$ cat src/rtl/boot_loader_if.sv
// Byte stream from the serial receiver and write port into instruction memory.
interface boot_loader_if #(
  parameter int unsigned ADDR_W = 10
);
  logic              rcv_full;
  logic [7:0]        rcv_data;
  logic              mem_we;
  logic [ADDR_W-1:0] mem_addr;
  logic [15:0]       mem_wdata;

  // Loader side: consumes bytes, drives the memory write port.
  modport master (
    input  rcv_full,
    input  rcv_data,
    output mem_we,
    output mem_addr,
    output mem_wdata
  );

  // Environment side: supplies bytes, observes memory writes.
  modport slave (
    output rcv_full,
    output rcv_data,
    input  mem_we,
    input  mem_addr,
    input  mem_wdata
  );
endinterface

$ cat src/rtl/boot_loader.sv
// Serial boot loader: parses an A5-framed image of 16-bit words, writes them
// from address 0 into instruction memory and releases the CPU only after the
// frame checksum matches.
module boot_loader #(
  parameter int unsigned ADDR_W  = 10,
  parameter int unsigned TIMEOUT = 2000000
) (
  input  logic          clk,
  input  logic          reset,
  boot_loader_if.master bus,
  output logic          cpu_reset,
  output logic          done,
  output logic          error
);

  localparam int unsigned TMO_W = $clog2(TIMEOUT + 1);
  localparam logic [16:0] DEPTH = 17'(1 << ADDR_W);
  localparam logic [7:0]  SYNC  = 8'hA5;

  typedef enum logic [2:0] {
    IDLE, CNT_L, CNT_H, DAT_L, DAT_H, CHK, DONE, ERROR
  } state_t;

  state_t            state_q, state_d;
  logic [16:0]       cnt_q, cnt_d;
  logic [16:0]       idx_q, idx_d;
  logic [7:0]        sum_q, sum_d;
  logic [7:0]        low_q, low_d;
  logic [TMO_W-1:0]  tmo_q, tmo_d;
  logic              we_d;
  logic [ADDR_W-1:0] addr_d;
  logic [15:0]       wdata_d;
  logic              done_d, error_d, cpu_reset_d;
  logic [16:0]       cnt_full;
  logic              in_frame;

  assign cnt_full = {1'b0, bus.rcv_data, cnt_q[7:0]};
  assign in_frame = (state_q == CNT_L) || (state_q == CNT_H) || (state_q == DAT_L) ||
                    (state_q == DAT_H) || (state_q == CHK);

  // Next-state, datapath and output decode; a strobe overrides a timeout.
  always_comb begin
    state_d     = state_q;
    cnt_d       = cnt_q;
    idx_d       = idx_q;
    sum_d       = sum_q;
    low_d       = low_q;
    tmo_d       = tmo_q;
    we_d        = 1'b0;
    addr_d      = bus.mem_addr;
    wdata_d     = bus.mem_wdata;
    done_d      = done;
    error_d     = error;
    cpu_reset_d = cpu_reset;

    if (in_frame && !bus.rcv_full) begin
      if (tmo_q == TMO_W'(TIMEOUT - 1)) begin
        state_d = IDLE;
        tmo_d   = '0;
        sum_d   = '0;
        idx_d   = '0;
      end else begin
        tmo_d = tmo_q + TMO_W'(1);
      end
    end

    if (bus.rcv_full) begin
      tmo_d = '0;
      unique case (state_q)
        IDLE: begin
          if (bus.rcv_data == SYNC) begin
            state_d = CNT_L;
            sum_d   = '0;
            idx_d   = '0;
          end
        end
        CNT_L: begin
          cnt_d   = {9'd0, bus.rcv_data};
          state_d = CNT_H;
        end
        CNT_H: begin
          cnt_d = cnt_full;
          if (cnt_full > DEPTH) begin
            state_d     = ERROR;
            error_d     = 1'b1;
            cpu_reset_d = 1'b1;
          end else if (cnt_full == 17'd0) begin
            state_d = CHK;
          end else begin
            state_d = DAT_L;
          end
        end
        DAT_L: begin
          low_d   = bus.rcv_data;
          sum_d   = sum_q + bus.rcv_data;
          state_d = DAT_H;
        end
        DAT_H: begin
          sum_d   = sum_q + bus.rcv_data;
          we_d    = 1'b1;
          addr_d  = ADDR_W'(idx_q);
          wdata_d = {bus.rcv_data, low_q};
          idx_d   = idx_q + 17'd1;
          state_d = (idx_q + 17'd1 < cnt_q) ? DAT_L : CHK;
        end
        CHK: begin
          if (bus.rcv_data == sum_q) begin
            state_d     = DONE;
            done_d      = 1'b1;
            cpu_reset_d = 1'b0;
          end else begin
            state_d     = ERROR;
            error_d     = 1'b1;
            cpu_reset_d = 1'b1;
          end
        end
        DONE:    state_d = DONE;
        ERROR:   state_d = ERROR;
        default: state_d = IDLE;
      endcase
    end
  end

  // State, datapath and registered outputs.
  always_ff @(posedge clk) begin
    if (reset) begin
      state_q       <= IDLE;
      cnt_q         <= '0;
      idx_q         <= '0;
      sum_q         <= '0;
      low_q         <= '0;
      tmo_q         <= '0;
      bus.mem_we    <= 1'b0;
      bus.mem_addr  <= '0;
      bus.mem_wdata <= '0;
      done          <= 1'b0;
      error         <= 1'b0;
      cpu_reset     <= 1'b1;
    end else begin
      state_q       <= state_d;
      cnt_q         <= cnt_d;
      idx_q         <= idx_d;
      sum_q         <= sum_d;
      low_q         <= low_d;
      tmo_q         <= tmo_d;
      bus.mem_we    <= we_d;
      bus.mem_addr  <= addr_d;
      bus.mem_wdata <= wdata_d;
      done          <= done_d;
      error         <= error_d;
      cpu_reset     <= cpu_reset_d;
    end
  end

endmodule

$ cat src/flat_wrapper.sv
// flat-port wrapper written by rule: the top's interface ports become plain ports
module boot_loader_flat 
#(
  parameter int unsigned ADDR_W  = 10,
  parameter int unsigned TIMEOUT = 2000000
)
  (clk, reset, cpu_reset, done, error, bus_rcv_full, bus_rcv_data, bus_mem_we, bus_mem_addr, bus_mem_wdata);
  boot_loader_if #(.ADDR_W(ADDR_W)) bus_i ();
  input  logic clk;
  input  logic reset;
  output logic cpu_reset;
  output logic done;
  output logic error;
  input wire logic [$bits(bus_i.rcv_full)-1:0] bus_rcv_full;
  input wire logic [$bits(bus_i.rcv_data)-1:0] bus_rcv_data;
  output wire logic [$bits(bus_i.mem_we)-1:0] bus_mem_we;
  output wire logic [$bits(bus_i.mem_addr)-1:0] bus_mem_addr;
  output wire logic [$bits(bus_i.mem_wdata)-1:0] bus_mem_wdata;
  assign bus_i.rcv_full = bus_rcv_full;
  assign bus_i.rcv_data = bus_rcv_data;
  assign bus_mem_we = bus_i.mem_we;
  assign bus_mem_addr = bus_i.mem_addr;
  assign bus_mem_wdata = bus_i.mem_wdata;
  boot_loader #(.ADDR_W(ADDR_W), .TIMEOUT(TIMEOUT)) u_core (.clk(clk), .reset(reset), .bus(bus_i), .cpu_reset(cpu_reset), .done(done), .error(error));
endmodule
$ cat config.mk
export PLATFORM = sky130hd
export DESIGN_NAME = boot_loader_flat
export DESIGN_NICKNAME = d
export VERILOG_FILES = /design/src/rtl/boot_loader_if.sv /design/src/rtl/boot_loader.sv /design/src/flat_wrapper.sv
export SDC_FILE = /design/constraint.sdc
export NUM_CORES = 1
export LEC_CHECK = 0
export ABC_AREA = 0
export CAP_MARGIN = 20
export CORE_MARGIN = 2
export CORE_UTILIZATION = 58
export DETAILED_ROUTE_END_ITERATION = 6
export GPL_TIMING_DRIVEN = 0
export PLACE_DENSITY = 0.8
export SLEW_MARGIN = 15
export SYNTH_ARGS = -nofsm -noshare
export SYNTH_HDL_FRONTEND = slang
export SYNTH_SLANG_ARGS = --single-unit
$ cat constraint.sdc
create_clock -name clk -period 5.7 [get_ports clk]
set_clock_uncertainty 0.2 [all_clocks]
set_input_delay 1.71 -clock clk [delete_from_list [all_inputs] [get_ports clk]]
set_output_delay 1.71 -clock clk [all_outputs]
set_load 0.01 [all_outputs]
==> summary.txt <==
Status: completed
Die Wd: 97.61 um
Critical Path Sink Type: register
Setup violators final: 0
Yosys Warn Count: 0
Placed cell count: 769
Drt via density: 5.745
Cell Area, Synth: 5082 um2
Final-stage net count: 708
Crit path arrival time: 4.00 ns
Met3 wire len: 790 um
DRT iter0 DRCs: 432
Critical-path cell list: clkdlybuf4s50_1 > ha_1 > a21oi_1 > o211ai_1 > o41ai_1 > xor2_1 > a21oi_1 > o22ai_1
Max-slew violation count: 0
Library cells used by synthesis: 59
Std cell rows: 34
Post-Syn Nets: 659
CP max-delay cell: clkdlybuf4s50_1
Register-to-register setup slack: 1.92 ns
Register area share after synthesis: 0.4057
Syn Inst Count: 623
Synth-to-Final Area Change: 14.03%
Kind of critical path: in2reg
Met1 wire length: 5.369 mm
Num CTS Buffers: 9
Synth area leaders: dfxtp_1, nand2_1, a21oi_1
Layout fillers: 723
Power per cell area: 211.6 nW/um2
DRT Pass-1 Iters: 6
Gpl congestion: 0.8587
Synth area leader: dfxtp_1
CTS tree: done
CP delay by family, top: compound AO/OA/AOI/OAI gates
Hpwl dp: 8.560 mm
# DRC: 0
Count leader, synth: nand2_1
Top post-synthesis cells by count: nand2_1, dfxtp_1, a21oi_1, nor2_1, inv_1
Vias: 4510
WL met2: 5.566 mm
Synth Area per Inst: 8.158 um2
H-tree lvl count: 3
GRT overflow: 0
Critical Path Source Type: input pin
Number of synthesized flops with an enable pin: 0
Async SR Flop Fraction: 0
IO buf count: 38
Post-CTS Setup Inserts: 0
Rel. slew slack: 0.4252
CTS hold repair buffers: 0
CTS root buffer: clkbuf_8
Setup TNS: 0 ns
Final Hold Viols: 0
Min Clock Period, post-route: 3.890 ns
Maximum vdd drop: 152.7 uV
GRT Total Usage: 0.2516
CTS sink count: 103
Slowest stage delay, CP: 0.72 ns
Number of global-route vias before repair: 4180
Post-synth top flop: dfxtp_1
Routed len/inst: 15.15 um
Crit path required time: 5.81 ns
Total Power: 0.001226 W
Diode count: 0
Max cap viols: 0
Clock-pin slew on the worst setup and hold paths: 0.10 ns
First-pass GRT wire length: 19.64 mm
CP bufs+invs: 1
Max Fclk: 0.2571 GHz
Routed Antenna Nets: 0
Post_cts resized: 0
Die height: 97.61 um
Seq cells post-synth: 103
Post-synth top area share: 0.4057
HP Class: reg2reg
Fin crit share: 0.6824
RSZ-0062 raised after global routing: no
CP Max Fanout: 8
Initial Utilization: 0.5914
DRT Wirelength: 11.89 mm
CTS max path bufs: 2
Initial antenna violation count: 0
Share of layout cells above drive strength 1: 0.06352
DIE AREA: 9528 um2
Io pins: 41
Pin slew with the least headroom to its limit: 0.8601 ns
CORE AREA: 8593 um2
Top routing layer in use: met4
Cell mode on critical path: a21oi_1
Largest net degree at the start of global routing: 18
Leakage: 2.133 nW
Finished Layout Cells: 785
Clock Latency Late Sink: 0.37 ns
-- worst min-delay path: cells and delay by family, from the launching register on --
kind               cells  cell delay, ns
and+or+nand+nor        1            0.05
DFF                    1            0.32
AOI/OAI and AO/OA      1            0.05
-- per-layer routing --
layer / vias up / GRT usage
li1: 2238 / -
met1: 2081 / 0.3364
met2: 174 / 0.4207
met3: 17 / 0.03885
met4: 0 / 0.07692
met5: - / 0
-- cell type report --
cell class | instances | area (um2) | share of cell area
buffer | 28 | 131.4 | 0.02267
clock buffer | 9 | 123.9 | 0.02137
clock inverter | 7 | 73.82 | 0.01274
inverter | 25 | 93.84 | 0.01619
multi-input combinational | 467 | 2795 | 0.4823
sequential | 103 | 2062 | 0.3558
tap | 108 | 135.1 | 0.02332
timing repair buffer | 38 | 380.4 | 0.06563
-- path summary, 6_finish.rpt --
check	start	end	depth (start not counted)
worst max-delay path	bus_rcv_data[1]	u_core.sum_q[7]	8
worst min-delay path	u_core.low_q[4]	u_core.bus.mem_wdata[4]	2
worst max register to register	u_core.idx_q[0]	u_core.state_q[2]	9
worst min register to register	u_core.low_q[4]	u_core.bus.mem_wdata[4]	2
-- where the power goes --
part	total, W	leakage [nW]	internal [W]	switching (W)
combinational	0.0000483	1.22	0.0000150	0.0000333
clock	0.000459	0.0875	0.000203	0.000256
sequential	0.000719	0.829	0.000719	0.0000000298
total	0.00123	2.13	0.000937	0.000289
-- flip-flops by register name, summed over array words and instances (netlist names), 3 cells and up --
register              cells
u_core.tmo_q             21
u_core.idx_q             17
u_core.bus.mem_wdata     16
u_core.cnt_q             16
u_core.bus.mem_addr      10
u_core.low_q              8
u_core.sum_q              8
u_core.state_q            3
-- stage by stage --
step | setup WS (ns) | utilization | hold WS (ns) | instance area, um2
after floorplan | 2.260 | - | 0.2321 | 5082
after global placement | 1.469 | 0.6514 | 0.2447 | 5598
after detailed placement | 1.427 | 0.6514 | 0.2452 | 5598
after CTS | 1.840 | 0.6744 | 0.2581 | 5796
after global routing | 1.634 | 0.6744 | 0.2821 | 5796
final | 1.810 | 0.6744 | 0.2601 | 5796
-- cell usage in the layout, fill, tap and decap left out, drive strengths merged, types with 23 or more instances in the layout --
cell type,instances
nand2,123
dfxtp,103
nor2,57
ha,24
clkdlybuf4s50,38
a21oi,66
o21ai,28
inv,25
clkbuf,26
xor2,23
-- logic make-up (layout without fill, tap and decap cells) --
kind of cell	Yosys count	count (layout)	synth area share
compound gates	137	137	0.1635
fa+ha+maj	25	25	0.06302
simple gates	263	263	0.2506
mux	1	1	0.002215
xor+xnor	41	41	0.07065
buf+inv	53	107	0.04431
flops	103	103	0.4057
Note: power is estimated with default switching activity, not from simulation.
